**config.mk**
```make
export PLATFORM = sky130hd
export DESIGN_NAME = calc_rx_parser
export DESIGN_NICKNAME = d
export VERILOG_FILES = /design/src/rtl/calc_rx_parser.sv
export SDC_FILE = /design/constraint.sdc
export NUM_CORES = 1
export LEC_CHECK = 0
export CORE_MARGIN = 5
export CORE_UTILIZATION = 34
export CTS_CLUSTER_SIZE = 16
export DETAILED_ROUTE_END_ITERATION = 8
export HOLD_SLACK_MARGIN = 0.1
export PLACE_DENSITY = 0.6
export SETUP_SLACK_MARGIN = 0.15
export SYNTH_ARGS = -nofsm -noshare
export SYNTH_HDL_FRONTEND = slang
export SYNTH_SLANG_ARGS = --single-unit
```
**constraint.sdc**
```tcl
create_clock -name clk -period 4.44 [get_ports clk]
set_input_delay 0.888 -clock clk [delete_from_list [all_inputs] [get_ports clk]]
set_output_delay 0.888 -clock clk [all_outputs]
set_load 0.02 [all_outputs]
```
**src/rtl/calc_rx_parser.sv**
```systemverilog
// Assembles "DD op DD" ASCII expressions from the UART byte stream into binary operands and an opcode.
// Optional terminal echo of accepted bytes is enabled by defining CALC_RX_PARSER_ECHO_EN.
module calc_rx_parser #(
  parameter int DIGITS = 2,
  parameter int OPW    = 8
) (
  input  logic           clk,
  input  logic           rst,
  input  logic [7:0]     rx_data,
  input  logic           rx_valid,
  output logic [OPW-1:0] op_a,
  output logic [OPW-1:0] op_b,
  output logic [1:0]     opcode,
  output logic           out_valid,
  input  logic           out_ready,
  output logic           err,
  output logic           overrun
`ifdef CALC_RX_PARSER_ECHO_EN
  ,
  output logic [7:0]     echo_data,
  output logic           echo_valid
`endif
);

  localparam int CW = (DIGITS > 1) ? $clog2(DIGITS) : 1;

  typedef enum logic [1:0] {GET_A, GET_OP, GET_B, HOLD} state_t;

  function automatic logic is_digit(input logic [7:0] b);
    return (b >= 8'h30) && (b <= 8'h39);
  endfunction

  // Returns {recognised, code}
  function automatic logic [2:0] op_decode(input logic [7:0] b);
    case (b)
      8'h2B:   return 3'b100;
      8'h2D:   return 3'b101;
      8'h2A:   return 3'b110;
      8'h2F:   return 3'b111;
      default: return 3'b000;
    endcase
  endfunction

  state_t           state_r, state_s;
  logic [CW-1:0]    cnt_r, cnt_s;
  logic [OPW-1:0]   acc_a_r, acc_a_s, acc_b_r, acc_b_s;
  logic [OPW-1:0]   op_a_r, op_a_s, op_b_r, op_b_s;
  logic [1:0]       op_lat_r, op_lat_s, opcode_r, opcode_s;
  logic             out_valid_r, out_valid_s;
  logic             err_r, err_s;
  logic             overrun_r, overrun_s;
  logic [OPW-1:0]   digit_s;
  logic [2:0]       opdec_s;
  logic             last_s;

  assign digit_s = OPW'(rx_data - 8'h30);
  assign opdec_s = op_decode(rx_data);
  assign last_s  = (cnt_r == CW'(DIGITS - 1));

  // Next-state and datapath decode for the expression parser
  always_comb begin
    state_s     = state_r;
    cnt_s       = cnt_r;
    acc_a_s     = acc_a_r;
    acc_b_s     = acc_b_r;
    op_a_s      = op_a_r;
    op_b_s      = op_b_r;
    op_lat_s    = op_lat_r;
    opcode_s    = opcode_r;
    out_valid_s = out_valid_r;
    err_s       = 1'b0;
    overrun_s   = overrun_r;
    case (state_r)
      GET_A: begin
        if (rx_valid && is_digit(rx_data)) begin
          acc_a_s = acc_a_r * OPW'(4'd10) + digit_s;
          if (last_s) begin
            cnt_s   = '0;
            state_s = GET_OP;
          end else begin
            cnt_s = cnt_r + CW'(1'b1);
          end
        end else if (rx_valid) begin
          err_s   = 1'b1;
          acc_a_s = '0;
          cnt_s   = '0;
        end else begin
          state_s = GET_A;
        end
      end
      GET_OP: begin
        if (rx_valid && opdec_s[2]) begin
          op_lat_s = opdec_s[1:0];
          state_s  = GET_B;
        end else if (rx_valid) begin
          err_s   = 1'b1;
          acc_a_s = '0;
          cnt_s   = '0;
          state_s = GET_A;
        end else begin
          state_s = GET_OP;
        end
      end
      GET_B: begin
        if (rx_valid && is_digit(rx_data)) begin
          acc_b_s = acc_b_r * OPW'(4'd10) + digit_s;
          if (last_s) begin
            cnt_s       = '0;
            op_a_s      = acc_a_r;
            op_b_s      = acc_b_s;
            opcode_s    = op_lat_r;
            out_valid_s = 1'b1;
            state_s     = HOLD;
          end else begin
            cnt_s = cnt_r + CW'(1'b1);
          end
        end else if (rx_valid) begin
          err_s   = 1'b1;
          acc_a_s = '0;
          acc_b_s = '0;
          cnt_s   = '0;
          state_s = GET_A;
        end else begin
          state_s = GET_B;
        end
      end
      HOLD: begin
        // Any byte arriving while the tuple is held is lost, handshake cycle included
        if (rx_valid) begin
          overrun_s = 1'b1;
        end else begin
          overrun_s = overrun_r;
        end
        if (out_ready) begin
          out_valid_s = 1'b0;
          acc_a_s     = '0;
          acc_b_s     = '0;
          cnt_s       = '0;
          state_s     = GET_A;
        end else begin
          state_s = HOLD;
        end
      end
      default: begin
        state_s     = GET_A;
        cnt_s       = '0;
        acc_a_s     = '0;
        acc_b_s     = '0;
        out_valid_s = 1'b0;
      end
    endcase
  end

  // Parser state and output registers
  always_ff @(posedge clk) begin
    if (rst) begin
      state_r     <= GET_A;
      cnt_r       <= '0;
      acc_a_r     <= '0;
      acc_b_r     <= '0;
      op_a_r      <= '0;
      op_b_r      <= '0;
      op_lat_r    <= 2'b00;
      opcode_r    <= 2'b00;
      out_valid_r <= 1'b0;
      err_r       <= 1'b0;
      overrun_r   <= 1'b0;
    end else begin
      state_r     <= state_s;
      cnt_r       <= cnt_s;
      acc_a_r     <= acc_a_s;
      acc_b_r     <= acc_b_s;
      op_a_r      <= op_a_s;
      op_b_r      <= op_b_s;
      op_lat_r    <= op_lat_s;
      opcode_r    <= opcode_s;
      out_valid_r <= out_valid_s;
      err_r       <= err_s;
      overrun_r   <= overrun_s;
    end
  end

  assign op_a      = op_a_r;
  assign op_b      = op_b_r;
  assign opcode    = opcode_r;
  assign out_valid = out_valid_r;
  assign err       = err_r;
  assign overrun   = overrun_r;

`ifdef CALC_RX_PARSER_ECHO_EN
  logic       accept_s;
  logic [7:0] echo_data_r;
  logic       echo_valid_r;

  assign accept_s = rx_valid && (state_r != HOLD) && !err_s;

  // Echo register: one-cycle copy of every accepted byte
  always_ff @(posedge clk) begin
    if (rst) begin
      echo_data_r  <= 8'h00;
      echo_valid_r <= 1'b0;
    end else begin
      echo_valid_r <= accept_s;
      echo_data_r  <= accept_s ? rx_data : echo_data_r;
    end
  end

  assign echo_data  = echo_data_r;
  assign echo_valid = echo_valid_r;
`endif

endmodule

```
==> run summary, run 1 <==
Syn Nets -> 347
CTS Hold Bufs -> 0
Share of synthesized registers carrying an async set or reset -> 0%
DR vias/cell -> 5.12
Peak supply drop -> 0.0933 mV
Drt pass-1 iters -> 4
Iteration-0 DRC Markers -> 116
Crit share post-route -> 71.3%
RSZ-0062 raised after global routing -> false
Setup TNS -> 0 ps
# IOs -> 33
Routability congestion estimate from global placement -> 0.831
Dpl hpwl -> 4760 um
Power Density -> 230 nW/um^2
Post-DP Area -> 2940 sq um
Initial core utilization -> 35.1%
Pins Over Slew Limit -> 0
Via Count -> 2,179
Final setup viols -> 0
First-pass GRT wire length -> 10,100 um
Final Skew -> 4.13 ps
CP endpoint -> out_valid$_SDFFE_PP0P_
Reg2Reg Setup Slack -> 1630 ps
Most common flop cell mapped by yosys -> dfxtp_1
Worst hold slack -> 453 ps
Crit path kind -> input pin to flop
Post-CTS Setup Bufs -> 0
CTS Buf Count -> 5
CTS Sinks -> 41
Crit path launch -> rx_data[5]
CTS tree -> yes
Clk_lat worst skew -> 290 ps
GRT Total Usage -> 14.3%
Initial antenna violation count -> 0
Core area -> 7250 sq um
Worst setup EP type -> flop
Cell taking the most area after synthesis -> dfxtp_1
Routed Wire Length -> 6120 um
# rows -> 31
Share of layout cells above drive strength 1 -> 3.98%
Post-synthesis cell count -> 299
Synth top area cells -> dfxtp_1 (32%), ha_1 (16%), a21oi_1 (7.3%)
Rel. slew slack -> 26.2%
NumNets Final -> 375
Critical Path AT -> 3350 ps
Post-DRT Antenna Nets -> 0
Sequential fraction of the synthesis area -> 32.3%
Non-filler instance count after layout -> 426
H-tree levels -> 2
Pin count of the biggest net entering global routing -> 31
Static Leak -> 1.28 nW
Diode count -> 0
Final Critical Period -> 3160 ps
Netlist Area Pre-Place -> 2540 sq um
Outcome -> finished, final reports clean
Register-to-Register Path Depth -> 10
R2R Path Start -> acc_a_r[1]$_SDFFE_PP0P_
DRC viols -> 0
Buffers on Ports -> 32
Final Hold Vio Count -> 0
CP Launch Type -> input pin
Layout Cell Area excl Fill -> 3030 sq um
Synth Warn # -> 0
Post-synth cell types -> 49
Area grow syn2layout -> 19.1%
Vias in the first global route -> 2,005
Wirelength per Cell -> 14.4 um
Fmax -> 316 MHz
EDFF count, synth -> 0
Max-cap violations -> 0
Required @ worst endpoint -> 4630 ps
Clock-pin slew on the worst setup and hold paths -> 80 ps
DIE AREA -> 9320 sq um
Slew @ Worst Pin -> 1100 ps
Clock root buffer -> clkbuf_8
Critical R2R Capture -> acc_a_r[7]$_SDFFE_PP0P_
Synth Register Bits -> 41
Mean area per synthesized cell -> 8.51 sq um
Die width -> 96.5 um
Total gr overflow -> 0
Cts repair resizes -> 0
Worst-path maximum fanout -> 19
Die Y -> 96.5 um
Share of the synthesized area in the top cell type -> 32.3%
Clock Tree Buf Depth -> 2
Placed cells -> 419
Hold WC Path Type -> flop to flop
worst min-delay path by stage:
| stage | from | slack, ps | to | cells after the start |
|---|---|---|---|---|
| 2_1_floorplan | acc_a_r[7]$_SDFFE_PP0P_ | 430 | op_a[7]$_SDFFE_PP0P_ | 2 |
| 4_1_cts | op_a[4]$_SDFFE_PP0P_ | 460 | op_a[4]$_SDFFE_PP0P_ | 2 |
| 5_1_grt | op_b[2]$_SDFFE_PP0P_ | 470 | op_b[2]$_SDFFE_PP0P_ | 2 |
| 3_3_place_gp | op_a[0]$_SDFFE_PP0P_ | 440 | op_a[0]$_SDFFE_PP0P_ | 2 |
| 3_5_place_dp | op_a[4]$_SDFFE_PP0P_ | 450 | op_a[4]$_SDFFE_PP0P_ | 2 |
| 6_report | op_a[1]$_SDFFE_PP0P_ | 450 | op_a[1]$_SDFFE_PP0P_ | 2 |
flip-flops by register name, indices dropped and copies added (netlist names), 2 cells and up:
register  flops
op_lat_r      2
acc_a_r       8
op_b          8
opcode        2
acc_b_r       7
state_r       2
op_a          8
synthesized netlist by cell type (all sizes together) (5+ instances only):
master,count
xnor2,9
dfxtp,41
a21oi,37
ha,32
o21ai,8
clkbuf,7
a22oi,8
buf,5
xor2,7
inv,11
a21o,5
nand2,42
nor2,34
critical path, stage by stage:
cell and delay, ps:
clkdlybuf4s50_1 510, ha_1 200, nor3b_1 370, and3_1 340, and3_1 630, o21ai_0 170
a2bb2oi_1 190, nor2_1 50
metal layers:
layer | track usage [%] | wire [um] | vias to the layer above | part of all wire [%]
li1 | - | - | 1104 | -
met5 | 0 | 0 | - | 0
met4 | 4.56 | 102 | 0 | 1.7
met2 | 20.7 | 2610 | 51 | 43
met3 | 2.71 | 274 | 10 | 4.5
met1 | 21.0 | 3130 | 1014 | 51
where the power goes:
group          internal (mW)  switching, mW
clock network          0.123          0.126
registers              0.369        0.00133
logic                 0.0325         0.0459
total                  0.524          0.173
logic make-up (layout without fill, tap and decap cells):
group | Yosys count | in the layout | synth area share (%)
AO/OA/AOI/OAI | 80 | 80 | 19.6
XOR/XNOR | 17 | 17 | 6.39
adder cells (fa/ha/maj) | 36 | 36 | 18.9
buffers and inverters | 23 | 51 | 3.83
flip-flops | 41 | 41 | 32.3
multiplexers | 2 | 2 | 1.03
AND/OR/NAND/NOR | 100 | 100 | 18.0
through the flow:
step,util [%],setup WS (ps),power (mW)
after floorplan,-,1910,0.426
after global placement,40.5,1090,0.457
after detailed placement,40.5,967,0.456
after CTS,41.8,1280,0.709
after global routing,41.8,1040,0.733
final,41.8,1280,0.698
cell type report:
class | instances | area (sq um)
clock buffers | 6 | 82.6
clock inverters | 1 | 7.51
fillers | 766 | 4220
inverters | 11 | 41.3
multi-input cells | 235 | 1630
flip-flops and latches | 41 | 821
well taps | 99 | 124
repair buffers | 33 | 328
layout by cell type, fill, tap and decap left out, types with 5 or more instances in the layout:
cell             instances
o21ai_0                  7
a21o_1                   5
a22oi_1                  8
dfxtp_1                 41
inv_1                   11
nor2_1                  34
clkbuf_8                 6
nand2_1                 42
xor2_1                   7
a21oi_1                 37
clkdlybuf4s50_1         32
ha_1                    32
xnor2_1                  9
Power figures use the tool's default switching activity.
==> inputs of run 2 (changes only) <==
Clock period 4.44 ns to 3.2 ns, I/O delays scaled along.
==> run summary, run 2 (same netlist as run 1, synthesis figures left out) <==
Final Hold Vio Count -> 0
Sw power -> 262 uW
Crit share post-route -> 85.9%
Worst setup EP type -> flop
Cts repair resizes -> 0
Vias in the first global route -> 2,117
CTS tree -> yes
Placed cells -> 425
Crit-path leading delay family -> adder cells
DIE AREA -> 9320 sq um
Hold WC Path Type -> flop to flop
# IOs -> 33
CTS Buf Count -> 5
Final setup viols -> 0
Highest Signal Layer -> met4
Initial antenna violation count -> 0
Peak supply drop -> 0.174 mV
Share of layout cells above drive strength 1 -> 5.99%
Post-CTS Setup Bufs -> 0
Required @ worst endpoint -> 3400 ps
Max-cap violations -> 0
Initial core utilization -> 35.1%
Post-DRT Antenna Nets -> 0
Total gr overflow -> 0
Fill count -> 753
Buffers on Ports -> 32
CTS Hold Bufs -> 0
Die width -> 96.5 um
Clock Tree Buf Depth -> 2
Clk network pwr share -> 44.9%
# rows -> 31
Met1 WL -> 3080 um
Worst-path maximum fanout -> 5
Clock-pin slew on the worst setup and hold paths -> 80 ps
Pin count of the biggest net entering global routing -> 42
Die Y -> 96.5 um
DR vias/cell -> 5.04
Rel. slew slack -> 65.3%
Diode count -> 0
CP max-delay cell -> fa_1
Critical Path AT -> 2950 ps
Setup TNS -> 0 ps
Drt pass-1 iters -> 4
Fmax -> 364 MHz
Power Density -> 364 nW/um^2
Pins Over Slew Limit -> 0
Bufs and invs on worst path -> 0
Final Critical Period -> 2750 ps
Non-filler instance count after layout -> 433
Clock root buffer -> clkbuf_8
CP Launch Type -> flop
Leading cell types in the layout, fill and taps excluded -> nand2_1 (42), dfxtp_1 (41), a21oi_1 (37)
Met3 routed WL -> 345 um
First-pass GRT wire length -> 10,300 um
Outcome -> finished, final reports clean
Area grow syn2layout -> 22.7%
Via Count -> 2,182
Routability congestion estimate from global placement -> 0.874
Static Leak -> 1.34 nW
Max incr delay on CP -> 460 ps
Power Internal -> 876 uW
NumNets Final -> 381
Register share of total power -> 45.2%
Routed Wire Length -> 6110 um
GRT Total Usage -> 14.2%
Slew @ Worst Pin -> 517 ps
DRC viols -> 0
Switch share -> 23.0%
Crit path kind -> flop to flop
Iteration-0 DRC Markers -> 127
Wirelength per Cell -> 14.1 um
CTS Sinks -> 41
Core area -> 7250 sq um
Worst-path cell chain -> ha_1 > ha_1 > fa_1 > ha_1 > o21ai_0 > a21oi_1 > o21a_1 > nor2_1 > nor3b_1 > a221o_1
Commonest non-fill, non-tap cell in the layout -> nand2_1
Comb pwr share -> 9.9%
Clk_lat worst skew -> 300 ps
Crit path top cell by count -> ha_1
Final Skew -> 3.24 ps
Met2 WL post-DR -> 2610 um
H-tree levels -> 2
Dpl hpwl -> 4720 um
RSZ-0062 raised after global routing -> false
==> run 2: cell types whose count changed in the layout (fill, tap and decap cells not counted) <==
cell,delta
buf_4,+6
bufinv_16,+2
clkbuf_8,-1
clkinvlp_4,-1
inv_6,+1
==> run 2: cell type report <==
class | instances | area [sq um] | area share (%)
Clock buffer | 5 | 68.8 | 2.20
Timing Repair Buffer | 39 | 373 | 11.9
Multi-Input combinational cell | 235 | 1630 | 52.1
Inverter | 11 | 41.3 | 1.32
Sequential cell | 41 | 821 | 26.3
Tap cell | 99 | 124 | 3.97
Clock inverter | 3 | 68.8 | 2.20
==> run 2: per-layer routing <==
layer | track usage (%) | up-vias
li1 | - | 1119
met1 | 20.7 | 1008
met2 | 20.7 | 48
met3 | 2.94 | 7
met4 | 4.32 | 0
met5 | 0 | -
==> run 2: worst paths after layout <==
check	startpoint	endpoint	slack [ps]	cells after the start
max	acc_a_r[1]$_SDFFE_PP0P_	acc_a_r[7]$_SDFFE_PP0P_	450	10
min	opcode[1]$_SDFFE_PP0P_	opcode[1]$_SDFFE_PP0P_	450	2
max reg2reg	acc_a_r[1]$_SDFFE_PP0P_	acc_a_r[7]$_SDFFE_PP0P_	450	10
min reg2reg	opcode[1]$_SDFFE_PP0P_	opcode[1]$_SDFFE_PP0P_	450	2
==> run 2: worst min-delay path, cell delays in order (launching register included) <==
cell     delay, ps
dfxtp_1        310
nand2_1         50
a21oi_1         50
==> run 2: power by group through the flow <==
stage | Clock (mW) | Sequential (mW) | Combinational, mW
floorplan | 0 | 0.526 | 0.0652
global placement | 0 | 0.526 | 0.112
detailed placement | 0 | 0.526 | 0.112
CTS | 0.523 | 0.514 | 0.113
global route | 0.547 | 0.514 | 0.124
finish | 0.511 | 0.514 | 0.113
==> run 2: stage by stage <==
| step | power, mW | cell area, sq um | util [%] | worst slack, ps | hold WS (ps) |
|---|---|---|---|---|---|
| floorplan | 0.592 | 2540 | - | 682 | 427 |
| global placement | 0.638 | 2990 | 41.2 | 315 | 443 |
| detailed placement | 0.638 | 2990 | 41.2 | 256 | 447 |
| CTS | 1.15 | 3120 | 43.1 | 453 | 459 |
| global route | 1.19 | 3120 | 43.1 | 294 | 480 |
| finish | 1.14 | 3120 | 43.1 | 451 | 454 |
==> inputs of run 3 (changes only) <==
Settings changed: CORE_ASPECT_RATIO from default to 0.8, TNS_END_PERCENT from default to 20.
Clock period 3.2 ns to 2.9 ns, I/O delays scaled along.
==> run summary, run 3 (same netlist as run 1, synthesis figures left out) <==
Outcome -> finished, final reports clean
Crit-path leading delay family -> adder cells
Final Skew -> 4.49 ps
Rel. slew slack -> 70.6%
Clk_lat worst skew -> 300 ps
Commonest non-fill, non-tap cell in the layout -> nand2_1
Peak supply drop -> 0.180 mV
Placed cells -> 427
CTS Hold Bufs -> 0
Buffers on Ports -> 32
CP max-delay cell -> fa_1
Crit path top cell by count -> ha_1
Non-filler instance count after layout -> 435
Final Hold Vio Count -> 0
Core area -> 7360 sq um
Slew @ Worst Pin -> 441 ps
CTS Sinks -> 41
Static Leak -> 1.39 nW
Setup TNS -> 0 ps
Clock-pin slew on the worst setup and hold paths -> 80 ps
Routability congestion estimate from global placement -> 0.893
Final Critical Period -> 2660 ps
Max-cap violations -> 0
Vias in the first global route -> 2,041
Required @ worst endpoint -> 3090 ps
Clock Tree Buf Depth -> 2
Power Density -> 368 nW/um^2
Dpl hpwl -> 4720 um
Initial antenna violation count -> 0
Die width -> 107 um
Fill count -> 758
Total gr overflow -> 0
Fin util -> 43.9%
Crit path kind -> flop to flop
Clk network pwr share -> 41.2%
GRT Total Usage -> 13.4%
Area grow syn2layout -> 26.8%
Leading cell types in the layout, fill and taps excluded -> nand2_1 (42), dfxtp_1 (41), a21oi_1 (37)
R2R Path Start -> acc_a_r[1]$_SDFFE_PP0P_
Iteration-0 DRC Markers -> 63
Critical Path AT -> 2840 ps
NumNets Final -> 392
Routed Wire Length -> 5980 um
Reg2Reg Setup Slack -> 240 ps
CTS Buf Count -> 5
# rows -> 28
H-tree levels -> 2
Wirelength per Cell -> 13.7 um
Clock root buffer -> clkbuf_8
Hold WC Path Type -> flop to flop
Switch share -> 23.9%
Fmax -> 376 MHz
WP depth -> 10
Pin count of the biggest net entering global routing -> 46
Drt pass-1 iters -> 4
Max incr delay on CP -> 500 ps
RSZ-0062 raised after global routing -> false
Worst setup EP type -> flop
Pins Over Slew Limit -> 0
Register share of total power -> 47.7%
CTS tree -> yes
Via Count -> 2,167
WHS Path Cells -> 2
Critical R2R Capture -> acc_a_r[7]$_SDFFE_PP0P_
Final setup viols -> 0
# IOs -> 33
Comb pwr share -> 11.0%
Die Y -> 87.4 um
Initial core utilization -> 34.6%
DIE AREA -> 9330 sq um
Register-to-Register Path Depth -> 10
Worst-path maximum fanout -> 3
Diode count -> 0
Power Internal -> 905 uW
Share of layout cells above drive strength 1 -> 9.28%
Worst-path cell chain -> ha_1 > ha_1 > fa_1 > ha_4 > o21ai_0 > a21oi_1 > o21a_1 > nor2_1 > nor3b_1 > a221o_1
Bufs and invs on worst path -> 0
Sw power -> 283 uW
DRC viols -> 0
Worst hold path endpoint -> op_a[0]$_SDFFE_PP0P_
First-pass GRT wire length -> 9920 um
Crit share post-route -> 91.6%
CP Launch Type -> flop
DR vias/cell -> 4.98
Post-DRT Antenna Nets -> 0
Min-delay src -> op_a[0]$_SDFFE_PP0P_
## run 3: cell types whose count changed in the layout (fill, tap and decap cells not counted)
cell,delta
ha_1,-1
ha_4,+1
buf_12,+3
clkbuf_8,+1
buf_4,+8
clkinvlp_4,+1
bufinv_16,-1
inv_6,-1
## run 3: what timing repair did
action / CTS / global route
endpoints found under the setup margin: 0 / 1
resized for setup: 0 / 1
setup buffers: 0 / 0
hold endpoints to repair: 0 / 0
## run 3: through the flow
step,worst slack [ps],instance area [sq um],power [mW],hold WS (ps)
floorplan,382,2540,0.653,427
global placement,97.7,3090,0.709,444
detailed placement,62.6,3090,0.709,447
CTS,229,3210,1.21,458
global route,164,3230,1.24,481
finish,244,3230,1.19,456
## run 3: tightest hold or removal path: stages (launching register included)
cell and delay (ps):
dfxtp_1 310, nand2_1 50, a21oi_1 50
## run 3: area by class of cell
cell class                 instances  area, sq um  area share (%)
multi-input combinational        235         1640            50.8
sequential                        41          821            25.4
timing repair buffer              50          493            15.3
tap                               90          113            3.49
clock buffer                       6         82.6            2.56
inverter                          11         41.3            1.28
clock inverter                     2         37.5            1.16
## run 3: worst max path at each step
stage | slack [ps] | from | end
2_1_floorplan | 380 | acc_a_r[1]$_SDFFE_PP0P_ | acc_a_r[7]$_SDFFE_PP0P_
3_3_place_gp | 100 | rx_data[1] | acc_a_r[7]$_SDFFE_PP0P_
3_5_place_dp | 60 | rx_data[1] | acc_a_r[7]$_SDFFE_PP0P_
4_1_cts | 230 | acc_a_r[1]$_SDFFE_PP0P_ | acc_a_r[7]$_SDFFE_PP0P_
5_1_grt | 160 | acc_a_r[1]$_SDFFE_PP0P_ | acc_a_r[7]$_SDFFE_PP0P_
6_report | 240 | acc_a_r[1]$_SDFFE_PP0P_ | acc_a_r[7]$_SDFFE_PP0P_
## run 3: routing by layer
metal	GRT usage [%]	vias up	wire, um
met1	19.0	977	3120
met5	0	-	0
met2	20.3	45	2520
met4	3.48	0	69
met3	3.19	8	274
li1	-	1137	-
## run 3: power by group through the flow
stage	combinational, mW	clock (mW)	sequential (mW)
after global placement	0.129	0	0.580
after global routing	0.144	0.529	0.568
after floorplan	0.0719	0	0.581
after CTS	0.130	0.511	0.567
after detailed placement	0.129	0	0.580
final	0.131	0.490	0.567
